[src/rtl/lsu_pkg.sv]
// Shared definitions for the load/store unit: RV32I funct3 width encodings,
// controller FSM states and the access-size decode used by lane steering.
package lsu_pkg;

    localparam logic [2:0] F3_LB  = 3'b000;
    localparam logic [2:0] F3_LH  = 3'b001;
    localparam logic [2:0] F3_LW  = 3'b010;
    localparam logic [2:0] F3_LBU = 3'b100;
    localparam logic [2:0] F3_LHU = 3'b101;

    typedef enum logic [1:0] {
        IDLE = 2'd0,
        BUSY = 2'd1,
        DONE = 2'd2
    } lsu_state_e;

    typedef enum logic [1:0] {
        SZ_B = 2'd0,
        SZ_H = 2'd1,
        SZ_W = 2'd2
    } lsu_size_e;

    // Reserved encodings (011, 110, 111) fall through to a full word.
    function automatic lsu_size_e f3_size(input logic [2:0] f3);
        case (f3)
            F3_LB, F3_LBU: f3_size = SZ_B;
            F3_LH, F3_LHU: f3_size = SZ_H;
            default:       f3_size = SZ_W;
        endcase
    endfunction

endpackage

[src/rtl/lsu_load_align.sv]
// Combinational load alignment: shifts the memory word down by the byte
// offset and sign/zero-extends according to funct3. Shared with future caches.
module lsu_load_align
    import lsu_pkg::*;
(
    input  logic [31:0] rdata,
    input  logic [1:0]  offset,
    input  logic [2:0]  funct3,
    output logic [31:0] data
);

    logic [31:0] shifted;

    assign shifted = rdata >> {offset, 3'b000};

    always_comb begin
        data = shifted;
        case (funct3)
            F3_LB:   data = {{24{shifted[7]}}, shifted[7:0]};
            F3_LH:   data = {{16{shifted[15]}}, shifted[15:0]};
            F3_LBU:  data = {24'h000000, shifted[7:0]};
            F3_LHU:  data = {16'h0000, shifted[15:0]};
            default: data = shifted;
        endcase
    end

endmodule

[src/rtl/lsu_mem_ctrl.sv]
// MEM-stage load/store controller: one access per request, stalls the pipeline
// until mem_ack. Optional misalignment trap enabled by LSU_MISALIGN_TRAP_EN.
module lsu_mem_ctrl
    import lsu_pkg::*;
#(
    parameter int DATA_W = 32
) (
    input  logic                clk,
    input  logic                rst_n,
    input  logic                req_valid,
    input  logic                req_we,
    input  logic [2:0]          req_funct3,
    input  logic [DATA_W-1:0]   req_addr,
    input  logic [DATA_W-1:0]   req_wdata,
    output logic                lsu_stall,
    output logic                load_valid,
    output logic [DATA_W-1:0]   load_data,
    output logic                misalign_err,
    output logic                mem_req,
    output logic                mem_we,
    output logic [DATA_W-1:0]   mem_addr,
    output logic [DATA_W/8-1:0] mem_wstrb,
    output logic [DATA_W-1:0]   mem_wdata,
    input  logic                mem_ack,
    input  logic [DATA_W-1:0]   mem_rdata
);

    lsu_state_e        state_reg, state_next;
    logic              we_reg;
    logic [2:0]        funct3_reg;
    logic [1:0]        off_reg;
    logic              mis_reg;
    logic [DATA_W-1:0] addr_reg;
    logic [DATA_W-1:0] wdata_reg;
    logic [3:0]        wstrb_reg;
    logic [DATA_W-1:0] load_data_reg;

    lsu_size_e         req_size;
    logic [1:0]        req_off;
    logic [3:0]        req_wstrb;
    logic [DATA_W-1:0] req_lanes;
    logic              req_mis;
    logic              accept;
    logic [DATA_W-1:0] align_data;

    assign accept = (state_reg == IDLE) && req_valid;

    // Offset is truncated to natural alignment so an untrapped misaligned
    // access still lands on a legal lane.
    always_comb begin
        req_size  = f3_size(req_funct3);
        req_off   = 2'b00;
        req_wstrb = 4'b1111;
        req_lanes = req_wdata;
        case (req_size)
            SZ_B: begin
                req_off   = req_addr[1:0];
                req_wstrb = 4'b0001 << req_addr[1:0];
                req_lanes = {4{req_wdata[7:0]}};
            end
            SZ_H: begin
                req_off   = {req_addr[1], 1'b0};
                req_wstrb = 4'b0011 << {req_addr[1], 1'b0};
                req_lanes = {2{req_wdata[15:0]}};
            end
            default: ;
        endcase
        if (!req_we) begin
            req_wstrb = 4'b0000;
        end
    end

`ifdef LSU_MISALIGN_TRAP_EN
    assign req_mis = ((req_size == SZ_H) && req_addr[0]) ||
                     ((req_size == SZ_W) && (req_addr[1:0] != 2'b00));
`else
    assign req_mis = 1'b0;
`endif

    lsu_load_align u_load_align (
        .rdata  (mem_rdata),
        .offset (off_reg),
        .funct3 (funct3_reg),
        .data   (align_data)
    );

    always_ff @(posedge clk or negedge rst_n) begin
        if (!rst_n) begin
            state_reg     <= IDLE;
            we_reg        <= 1'b0;
            funct3_reg    <= 3'b000;
            off_reg       <= 2'b00;
            mis_reg       <= 1'b0;
            addr_reg      <= '0;
            wdata_reg     <= '0;
            wstrb_reg     <= 4'b0000;
            load_data_reg <= '0;
        end else begin
            state_reg <= state_next;
            if (accept) begin
                we_reg     <= req_we;
                funct3_reg <= req_funct3;
                off_reg    <= req_off;
                mis_reg    <= req_mis;
                addr_reg   <= {req_addr[DATA_W-1:2], 2'b00};
                wdata_reg  <= req_lanes;
                wstrb_reg  <= req_wstrb;
            end
            if ((state_reg == BUSY) && mem_ack && !we_reg) begin
                load_data_reg <= align_data;
            end
        end
    end

    always_comb begin
        state_next   = state_reg;
        mem_req      = 1'b0;
        lsu_stall    = 1'b0;
        load_valid   = 1'b0;
        misalign_err = 1'b0;
        case (state_reg)
            IDLE: begin
                if (req_valid) begin
                    lsu_stall  = 1'b1;
                    state_next = req_mis ? DONE : BUSY;
                end
            end
            BUSY: begin
                mem_req   = 1'b1;
                lsu_stall = 1'b1;
                if (mem_ack) begin
                    state_next = DONE;
                end
            end
            DONE: begin
                load_valid = !we_reg && !mis_reg;
`ifdef LSU_MISALIGN_TRAP_EN
                misalign_err = mis_reg;
`endif
                state_next = IDLE;
            end
            default: state_next = IDLE;
        endcase
    end

    assign mem_we    = we_reg;
    assign mem_addr  = addr_reg;
    assign mem_wstrb = wstrb_reg;
    assign mem_wdata = wdata_reg;
    assign load_data = load_data_reg;

endmodule

[config.mk]
export PLATFORM = sky130hd
export DESIGN_NAME = lsu_mem_ctrl
export DESIGN_NICKNAME = d
export VERILOG_FILES = /design/src/rtl/lsu_pkg.sv /design/src/rtl/lsu_load_align.sv /design/src/rtl/lsu_mem_ctrl.sv
export SDC_FILE = /design/constraint.sdc
export NUM_CORES = 1
export LEC_CHECK = 0
export CAP_MARGIN = 10
export CORE_MARGIN = 10
export CORE_UTILIZATION = 40
export CTS_BUF_LIST = sky130_fd_sc_hd__clkbuf_8
export DETAILED_ROUTE_END_ITERATION = 8
export GPL_TIMING_DRIVEN = 0
export PLACE_DENSITY = 0.76
export SETUP_SLACK_MARGIN = 0.2
export SLEW_MARGIN = 20
export SYNTH_ARGS = -nofsm -noshare
export SYNTH_HDL_FRONTEND = slang
export SYNTH_SLANG_ARGS = --single-unit
[constraint.sdc]
create_clock -name clk -period 1.8 [get_ports clk]
set_clock_uncertainty 0.2 [all_clocks]
set_input_delay 0.54 -clock clk [delete_from_list [all_inputs] [get_ports clk]]
set_output_delay 0.54 -clock clk [all_outputs]
set_load 0.01 [all_outputs]
# After elaboration in Yosys (flattened, before gate mapping)
# Cells that the tools add are included.
# Widths: inputs -> output; s select.
word_totals:
  reg_bits: 106
  wordCells: 46
  input_bits: 104
op_classes:
  n_reduce_logical: 11
  muxes: 13
  shift: 3
  n_eq_ne: 11
ops:
  columns: ["cell", "n"]
  rows:
  - ["$pmux 32 s4", 1]
  - ["$pmux 32 s2", 1]
  - ["$shr 32x5->32", 1]
  - ["$eq 3x3->1 const B", 4]
  - ["$pmux 2 s2", 3]
  - ["$pmux 4 s2", 1]
  - ["$eq 3x1->1 const B", 2]
  - ["$logic_not 3->1", 2]
  - ["$eq 2x1->1 const B", 2]
  - ["$logic_not 2->1", 2]
  - ["$mux 2", 2]
  - ["$mux 4", 1]
  - ["$ne 2x2->1 const B", 2]
  - ["$reduce_or 2->1", 2]
  - ["$shl 1x2->4 const A", 1]
  - ["$shl 2x2->4 const A", 1]
  - ["$logic_and 1x1->1", 3]
  - ["$mux 1", 3]
  - ["$eq 2x2->1 const B", 1]
  - ["$pmux 1 s2", 1]
  - ["$reduce_and 2->1", 1]
  - ["$logic_not 1->1", 1]

# Logic depth before layout (Yosys ltp)
# Gate-level depths: netlist of run 1.
depth:
  ltp_word: 6
  depth_mapped: 6
  ltp_nobuf: 5

# Modules after synthesis
# A second synthesis of run 1 with hierarchy kept.
hier_totals:
  cells_unflattened: 503
  hier_area_um2: 5151.2
by_module_without_submodules:
  columns: ["mod", "area_each_um2", "n_inst", "seq_area_each_um2", "cells_each"]
  rows:
  - ["lsu_mem_ctrl", 4456.8, 1, 2652.5, 396]
  - ["lsu_load_align", 694.4, 1, 0.0, 107]

# Least setup slack after synthesis of run 1
# No wires, ideal clock.
synth_path:
  kind: "input to output"
  from: "in req_valid"
  to: "out lsu_stall"
  path_stages: 4
  slack_ps: -245
  required_time_ps: 1060
  path_buffers: 2
  arrival_time_ps: 1305
  path_cell_list: "nand2_1 > clkbuf_1 > clkbuf_1 > nand2_1"
synth_between:
  elab_chain_cells: 2
synth_rtl:
  columns: ["item", "line", "source"]
  rows:
  - ["start, declared", "lsu_mem_ctrl.sv:10", "input logic req_valid,"]
  - ["$mux 1", "lsu_mem_ctrl.sv:123", "if (req_valid) begin"]
  - ["$pmux 1 s2", "lsu_mem_ctrl.sv:121", "case (state_reg)"]
  - ["end, declared", "lsu_mem_ctrl.sv:15", "output logic lsu_stall,"]
# Every way passes these cells.

# Worst setup path in the final report of run 1
layout_path:
  from: "reg state_reg[0]"
  to: "out lsu_stall"
layout_between:
  elab_chain_cells: 2
  word_cells_on_any_way: 3
  cone_classes: "eq/ne: 1; mux: 1; reduce/logical: 1"
layout_rtl:
  columns: ["item", "line", "source"]
  rows:
  - ["start, declared", "lsu_mem_ctrl.sv:28", "lsu_state_e state_reg, state_next;"]
  - ["start signal, assigned", "lsu_mem_ctrl.sv:99", "state_reg <= state_next;"]
  - ["$eq 2x1->1 or $logic_not 2->1 (tied branches)", "lsu_mem_ctrl.sv:121", null]
  - ["$pmux 1 s2 *", "lsu_mem_ctrl.sv:121", null]
# Mark *: on every way between the ends. The rest lies on a longest branch, timed or not.

==> flow_metrics.py, run 1 <==
metrics = {
    "drt": {
        "firstDrtPassIters": 5,
        "vias": 5058,
        "wl_met1_um": 7486,
        "postRouteAntennaNets": 0,
        "routed_wl_um": 19040,
        "wl_met2_um": 9417,
        "wl_per_cell_um": 18.88,
        "wl_met3_um": 1795,
        "drtIter0Drc": 349,
        "highest_layer": "met4",
        "drc": 0,
        "viasPerCell": 5.018,
    },
    "synth": {
        "yosysTopAreaCellShare_pct": 54.36,
        "yosysSeqAreaShare_pct": 54.36,
        "ys.warnings.count": 0,
        "synth-async-reset-ratio_pct": 100.0,
        "syn_avg_cell_area_um2": 9.036,
        "synth_ff_type": "dfrtp_1",
        "synth_area_leaders": "dfrtp_1 (54%), nand2_1 (14%), mux2i_1 (8.6%), o21ai_0 (4.6%), nand3_1 (3.3%)",
        "synth_top_area_cell": "dfrtp_1",
        "synth.distinct_cells": 31,
        "synth_area_mm2": 0.004880,
        "synth-seq-cells": 106,
        "synth_edf_count": 0,
        "netlist_instances": 540,
    },
    "clocking": {
        "clk_pin_slew_ns": 0.10,
        "cts_root_buffer": "clkbuf_8",
        "cts_made_buffers": 9,
        "clock_latency_ns": 0.37,
        "cts_tree": "yes",
        "htree_levels": 3,
        "cts_buffer_depth": 2,
        "cts.sinks": 106,
    },
    "sta": {
        "slew_violations": 0,
        "max_freq_mhz": 464.6,
        "period_share_pct": 119.6,
        "setup_viol": 34,
        "worst_slack_ns": -0.3524,
        "tns_ns": -2.662,
        "finalHoldViolCount": 0,
        "period_needed_ns": 2.152,
        "fin_hold_ws_ns": 0.2850,
        "rsz0062_at_grt": "true",
    },
    "setup_path": {
        "worst_setup_path_start_kind": "flip-flop",
        "worstPathMaxFanout": 2,
        "endpoint_kind": "output port",
        "path_class": "flip-flop to output port",
        "path_cells": "nor2_4 -> nand2_4 -> clkbuf_16 -> clkbuf_16 -> nand2_4 -> buf_6",
        "cp_slowest_stage_delay_ns": 0.43,
        "cp_data_required_time_ns": 1.06,
        "r2r_slack_ns": -0.10,
        "cp_slowest_cell": "dfrtp_1",
        "arrival_ns": 1.41,
    },
    "die": {
        "initial_core_util_pct": 40.79,
        "die_height_um": 130.5,
        "die_area_mm2": 0.01702,
        "core_area_mm2": 0.01196,
        "row_count": 40,
        "io_pins": 209,
        "dieWidth_um": 130.5,
    },
    "status": {
        "status": "complete, but fails checks",
        "failed_checks": "setup timing",
    },
    "power": {
        "max-vdd-ir-drop_mv": 0.6555,
        "p_leak_uw": 0.004252,
        "pwr_density_cell_mw_per_mm2": 1401,
    },
    "placed_design": {
        "place_inst": 895,
        "hpwl_um": 13810,
        "globalplace.congestion": 0.9314,
        "io_buffers": 205,
    },
    "grt": {
        "grt_pass1_wl_um": 28350,
        "grt_antenna_before_repair": 1,
        "grt.overflow.total": 0,
        "grt_usage_pct": 21.57,
        "grt_max_degree": 55,
        "grt_pass1_vias": 5209,
    },
    "layout": {
        "layout_commonest_cell": "nand2_1",
        "drive_above_1_share_pct": 33.72,
        "final_cell_mix": "nand2_1 (181), dfrtp_1 (105), clkdlybuf4s50_1 (96)",
        "area_growth_pct": 72.49,
        "fillers": 936,
        "fin_nets": 960,
        "stdcell_count": 1008,
    },
    "flow_run": {
        "drv_cap": 0,
    },
    "hold_path": {
        "hold_path.class": "flip-flop to flip-flop",
    },
}
critical path: cells and delay by family, from the launching register on:
kind,cells,cell delay (ns)
buf+inv,3,0.37
simple gates,3,0.23
flops,1,0.43
metal layers:
metal / up-vias / GRT usage [%]
met4: 0 / 7.325
met2: 202 / 36.55
met3: 24 / 7.494
met5: - / 0
li1: 2403 / -
met1: 2429 / 24.97
worst paths after layout:
| kind | start | endpoint | cells past startpoint |
|---|---|---|---|
| max | state_reg[0]$_DFFE_PN0P_ | lsu_stall | 6 |
| min | mem_addr[26]$_DFFE_PN0P_ | mem_addr[26]$_DFFE_PN0P_ | 2 |
| max reg2reg | state_reg[0]$_DFFE_PN0P_ | load_data[13]$_DFFE_PN0P_ | 9 |
| min reg2reg | mem_addr[26]$_DFFE_PN0P_ | mem_addr[26]$_DFFE_PN0P_ | 2 |
| max in group asynchronous | rst_n | mem_addr[22]$_DFFE_PN0P_ | 3 |
| min in group asynchronous | rst_n | load_data[9]$_DFFE_PN0P_ | 2 |
per-stage QoR:
| stage | total power, uW | cell area [um^2] | util (%) | worst slack (ns) |
|---|---|---|---|---|
| after floorplan | 6052 | 4995 | - | 0.1017 |
| after global placement | 8918 | 7231 | 60.45 | -4.010 |
| after detailed placement | 9088 | 7259 | 60.69 | -1.034 |
| after CTS | 10930 | 7896 | 66.01 | -0.3945 |
| after global routing | 12550 | 8414 | 70.35 | -0.4366 |
| final | 11790 | 8417 | 70.37 | -0.3524 |
kinds of logic (layout without fill, tap and decap cells):
logic type	Yosys count	after routing	share of synthesized area (%)
multiplexers	51	51	10.77
buffers and inverters	38	356	3.641
AND/OR/NAND/NOR	269	269	22.87
AO/OA/AOI/OAI	75	75	8.282
other	1	4	0.07685
flip-flops	106	106	54.36
power breakdown:
group	internal [uW]	leakage, uW	total (uW)	switching [uW]
clock	562	0.0000938	1380	821
combinational	3500	0.00284	6300	2800
sequential	3370	0.00131	4110	739
total	7440	0.00425	11800	4360
what timing repair did:
item	in CTS	in global routing
hold buffers	1	0
endpoints found under the hold margin	52	0
endpoints found under the setup margin	205	254
pin swaps	7	1
resized for setup	542	59
gates cloned	2	0
setup buffers	53	41
final cells by class:
cell class,instances,area [um^2],area share [%]
inverters,1,3.754,0.04460
diodes,1,2.502,0.02973
plain buffers,37,379.1,4.504
clock buffers,11,151.4,1.799
clock inverters,4,20.02,0.2378
flip-flops and latches,106,2654,31.53
well taps,147,183.9,2.185
multi-input cells,398,2233,26.53
repair buffers,303,2789,33.14
cell usage after synthesis (2+ instances only):
cell type / n
nor2b_1: 2
dfrtp_1: 106
nand3_1: 32
nand2b_1: 4
buf_2: 7
nor2_1: 33
mux2_2: 8
clkbuf_1: 22
and2_1: 9
o21ai_0: 45
a21oi_1: 23
buf_4: 5
nand2_1: 183
a22o_1: 2
mux2i_1: 42
buf_1: 2
Power figures use the tool's default switching activity.
==> run 2, diff against run 1 <==
- CORE_UTILIZATION: 40 -> 45
- CTS_CLUSTER_SIZE: unset -> 10
- DONT_BUFFER_PORTS: unset -> 1
- GPL_TIMING_DRIVEN: 0 -> unset
- PLACE_DENSITY: 0.76 -> 0.59
==> flow_metrics.py, run 2 (synthesis gave the netlist of run 1 again) <==
metrics = {
    "status": {
        "status": "complete, but fails checks",
        "failed_checks": "hold timing, setup timing",
    },
    "placed_design": {
        "place_area_mm2": 0.005154,
        "io_buffers": 0,
        "place_ws_ns": 0.01478,
        "globalplace.congestion": 0.8452,
        "hpwl_um": 10630,
    },
    "setup_path": {
        "cp_slowest_stage_delay_ns": 0.46,
        "cp_data_required_time_ns": 1.06,
        "crit_top_cell": "nand2_4",
        "arrival_ns": 1.16,
        "worst_setup_path_start_kind": "flip-flop",
        "path_cells": "nor2_4 -> nand2_4 -> nand2_4",
        "cp_slowest_cell": "dfrtp_2",
        "endpoint_kind": "output port",
        "path_class": "flip-flop to output port",
        "worst-path-buf-inv": 0,
        "worstPathMaxFanout": 3,
        "worst_path_dominant_cell_family": "flip-flops",
    },
    "drt": {
        "postRouteAntennaNets": 0,
        "viasPerCell": 5.462,
        "wl_met2_um": 7117,
        "routed_wl_um": 14920,
        "wl_met1_um": 5745,
        "wl_per_cell_um": 21.62,
        "wl_met3_um": 1770,
        "drtIter0Drc": 246,
        "firstDrtPassIters": 5,
        "vias": 3769,
        "highest_layer": "met4",
        "drc": 0,
    },
    "die": {
        "die_height_um": 124.1,
        "row_count": 37,
        "initial_core_util_pct": 46.64,
        "die_area_mm2": 0.01541,
        "core_area_mm2": 0.01046,
        "dieWidth_um": 124.1,
        "io_pins": 209,
    },
    "grt": {
        "grt.overflow.total": 0,
        "grt_usage_pct": 18.71,
        "grt_antenna_before_repair": 0,
        "grt_pass1_wl_um": 22390,
        "grt_pass1_vias": 3827,
        "grt_max_degree": 107,
    },
    "layout": {
        "n_antenna_cell": 0,
        "regArea_mm2": 0.002658,
        "fin_nets": 654,
        "final_area_mm2": 0.005758,
        "drive_above_1_share_pct": 16.25,
        "multi_input_area_mm2": 0.002230,
        "fillers": 927,
        "area_growth_pct": 18.00,
        "layout_commonest_cell": "nand2_1",
        "final_cell_mix": "nand2_1 (181), dfrtp_1 (102), mux2i_1 (40)",
    },
    "sta": {
        "max_freq_mhz": 527.2,
        "rsz0062_at_grt": "true",
        "fin_hold_ws_ns": -0.3370,
        "worst_slack_ns": -0.09674,
        "setup_viol": 16,
        "tns_ns": -0.5346,
        "slew_violations": 0,
        "finalHoldViolCount": 106,
        "period_needed_ns": 1.897,
        "period_share_pct": 105.4,
    },
    "clocking": {
        "htree_levels": 3,
        "cts_made_buffers": 9,
        "cts.sinks": 106,
        "cts_tree": "yes",
        "clock_latency_ns": 0.36,
        "cts_buffer_depth": 2,
        "cts_root_buffer": "clkbuf_8",
        "clk_pin_slew_ns": 0.09,
    },
    "power": {
        "pwr_density_cell_mw_per_mm2": 1533,
        "p_leak_uw": 0.002823,
        "max-vdd-ir-drop_mv": 0.7152,
    },
    "flow_run": {
        "drv_cap": 0,
    },
    "hold_path": {
        "hold_path.class": "input pin to asynchronous set/reset pin",
    },
}
[run 2: cell types whose count changed in the layout (fill, tap and decap cells not counted), sizes merged]
cell and change:
bufinv +1, dlygate4sd2 -6, diode -1, dlygate4sd3 -1, buf -187, clkdlybuf4s50 -96
clkbuf -17, clkinvlp -1, inv -1, bufbuf +2
[run 2: through the flow]
step	total power, uW	instances	utilization (%)
2_1_floorplan	6052	542	-
3_3_place_gp	6807	658	49.26
3_5_place_dp	6898	658	49.26
4_1_cts	8751	687	53.95
5_1_grt	9451	690	55.03
6_report	8825	690	55.03
[run 2: worst reg2reg max path, cell delays in order, from the launching register on]
cell	delay, ns
dfrtp_2	0.48
buf_12	0.17
nand2b_1	0.17
mux2i_2	0.24
o211ai_4	0.15
buf_12	0.17
buf_16	0.13
nand3_2	0.05
[run 2: per-layer routing]
metal	track usage, %	vias to the layer above
li1	-	1791
met1	22.76	1779
met2	29.31	173
met3	7.964	26
met4	6.331	0
met5	0	-
[run 2: final timing paths]
| kind | slack (ns) | from | cells after the start | endpoint |
|---|---|---|---|---|
| max reg2reg | -0.02 | off_reg[1]$_DFFE_PN0P_ | 7 | load_data[24]$_DFFE_PN0P_ |
| max | -0.1 | state_reg[0]$_DFFE_PN0P_ | 3 | lsu_stall |
| min in group clk | 0.08 | mem_ack | 1 | state_reg[0]$_DFFE_PN0P_ |
| min reg2reg | 0.36 | mem_wdata[27]$_DFFE_PN0P_ | 2 | mem_wdata[27]$_DFFE_PN0P_ |
| min | -0.34 | rst_n | 0 | mem_wdata[27]$_DFFE_PN0P_ |
| max in group asynchronous | 1.57 | rst_n | 0 | state_reg[0]$_DFFE_PN0P_ |
[run 2: what timing repair did]
action / CTS / global route
gates resized for setup: 23 / 20
hold endpoints to repair: 106 / 106
pin swaps: 7 / 2
buffers inserted: 10 / 2
endpoints found under the setup margin: 28 / 63
cloned: 4 / 1
[run 2: area by class of cell]
| class | count | area share [%] |
|---|---|---|
| Multi-Input combinational cell | 398 | 38.72 |
| Clock buffer | 12 | 2.868 |
| Clock inverter | 3 | 0.6736 |
| Inverter | 1 | 0.06519 |
| Tap cell | 136 | 2.955 |
| Timing Repair Buffer | 34 | 8.562 |
| Sequential cell | 106 | 46.15 |
[run 2: power by group]
part,switching [uW],internal (uW),leakage (uW)
clock,780,744,0.000110
sequential,1340,3370,0.00131
combinational,1370,1220,0.00140
total,3490,5340,0.00282
==> run 3, diff against run 2 <==
- CORE_ASPECT_RATIO: unset -> 1.5
- CORE_MARGIN: 10 -> 3
- HOLD_SLACK_MARGIN: unset -> 0.08
==> flow_metrics.py, run 3 (synthesis gave the netlist of run 1 again) <==
metrics = {
    "status": {
        "status": "complete, but fails checks",
        "failed_checks": "hold timing, setup timing",
    },
    "clocking": {
        "clk_pin_slew_ns": 0.10,
        "cts_root_buffer": "clkbuf_8",
        "cts.sinks": 106,
        "hold_buffers": 42,
        "htree_levels": 3,
        "cts_made_buffers": 9,
        "cts_buffer_depth": 2,
        "clock_latency_ns": 0.37,
        "cts_tree": "yes",
    },
    "sta": {
        "fin_hold_ws_ns": -0.3400,
        "slew_violations": 0,
        "period_share_pct": 107.7,
        "rsz0062_at_grt": "true",
        "period_needed_ns": 1.938,
        "worst_slack_ns": -0.1377,
        "finalHoldViolCount": 106,
        "max_freq_mhz": 516.1,
        "setup_viol": 28,
    },
    "grt": {
        "grt_antenna_before_repair": 0,
        "grt_max_degree": 107,
        "grt_pass1_vias": 4185,
        "grt_pass1_wl_um": 21680,
        "grt_usage_pct": 22.71,
        "grt.overflow.total": 0,
    },
    "setup_path": {
        "worst_path_dominant_cell_family": "flip-flops",
        "worstPathMaxFanout": 5,
        "cp_slowest_stage_delay_ns": 0.49,
        "cp_slowest_cell": "dfrtp_2",
        "path_class": "flip-flop to output port",
        "path_cells": "nor3b_2 -> buf_4",
        "worst-path-buf-inv": 1,
        "worst_setup_path_start_kind": "flip-flop",
        "cp_data_required_time_ns": 1.06,
        "endpoint_kind": "output port",
        "arrival_ns": 1.20,
    },
    "layout": {
        "area_growth_pct": 31.56,
        "layout_commonest_cell": "nand2_1",
        "final_cell_mix": "nand2_1 (158), dfrtp_1 (99), dlygate4sd3_1 (42)",
        "drive_above_1_share_pct": 23.89,
        "fin_nets": 706,
        "n_antenna_cell": 0,
        "final_area_mm2": 0.006420,
    },
    "die": {
        "io_pins": 209,
        "die_height_um": 133.5,
        "core_area_mm2": 0.01036,
        "row_count": 45,
        "die_area_mm2": 0.01216,
        "initial_core_util_pct": 47.10,
        "dieWidth_um": 91.03,
    },
    "drt": {
        "drtIter0Drc": 111,
        "wl_per_cell_um": 19.74,
        "vias": 4050,
        "routed_wl_um": 14760,
        "viasPerCell": 5.414,
        "postRouteAntennaNets": 0,
        "firstDrtPassIters": 5,
        "drc": 0,
    },
    "power": {
        "p_leak_uw": 0.003086,
        "pwr_density_cell_mw_per_mm2": 1404,
        "max-vdd-ir-drop_mv": 0.6195,
    },
    "flow_run": {
        "drv_cap": 0,
    },
    "placed_design": {
        "place_area_mm2": 0.005172,
        "place_ws_ns": 0.02184,
        "hpwl_um": 9472,
        "io_buffers": 0,
        "globalplace.congestion": 0.7955,
    },
    "hold_path": {
        "hold_path.class": "input pin to asynchronous set/reset pin",
    },
}
[run 3: what timing repair did]
action / 4_1_cts / 5_1_grt
setup endpoints to repair: 53 / 85
pin swaps: 7 / 14
gates resized for setup: 53 / 53
cloned: 2 / 7
buffers inserted: 9 / 4
endpoints found under the hold margin: 149 / 106
[run 3: through the flow]
step                instances  util (%)  power (uW)  TNS (ns)
global route              748     61.97        9633    -4.253
global placement          668     49.93        6696         0
floorplan                 542         -        6052         0
detailed placement        668     49.93        6801         0
CTS                       737     58.94        8649   -0.3777
finish                    748     61.97        9013    -2.125
[run 3: worst reg2reg max path, stage by stage, from the launching register on]
cell and delay (ns):
dfrtp_1 0.44, nand2b_4 0.20, inv_4 0.07, buf_6 0.08, buf_6 0.07, nand3b_1 0.22, buf_6 0.22, clkbuf_16 0.16
nand2_2 0.07, nand3_2 0.07
[run 3: report_power, final]
group          internal, uW  switching (uW)  leakage (uW)
Combinational          1410            1510       0.00168
Sequential             3380            1350       0.00131
Clock                   526             852     0.0000950
[run 3: layout make-up]
type                    instances  area, um^2
fillers                       900        3940
multi-input cells             398        2380
clock buffers                   9       123.9
clock inverters                 7       57.56
inverters                       1       6.256
repair buffers                 86        1015
well taps                     141       176.4
flip-flops and latches        106        2661
[run 3: path summary, 6_finish.rpt]
| check | start | endpoint | slack [ns] | depth (start not counted) |
|---|---|---|---|---|
| max | mem_we$_DFFE_PN0P_ | load_valid | -0.14 | 2 |
| min | rst_n | load_data[3]$_DFFE_PN0P_ | -0.34 | 0 |
| max reg2reg | state_reg[1]$_DFFE_PN0P_ | load_data[19]$_DFFE_PN0P_ | -0.11 | 9 |
| min reg2reg | load_data[4]$_DFFE_PN0P_ | load_data[4]$_DFFE_PN0P_ | 0.35 | 2 |
| max in group asynchronous | rst_n | load_data[6]$_DFFE_PN0P_ | 1.58 | 0 |
| min in group clk | req_we | mem_we$_DFFE_PN0P_ | 0.10 | 2 |
[run 3: routing by layer]
metal / up-vias / track usage [%] / wire length (um)
li1: 1901 / - / -
met1: 1949 / 22.39 / 4914
met2: 171 / 42.07 / 8171
met3: 29 / 8.475 / 1225
met4: 0 / 9.480 / 452
met5: - / 0 / 0
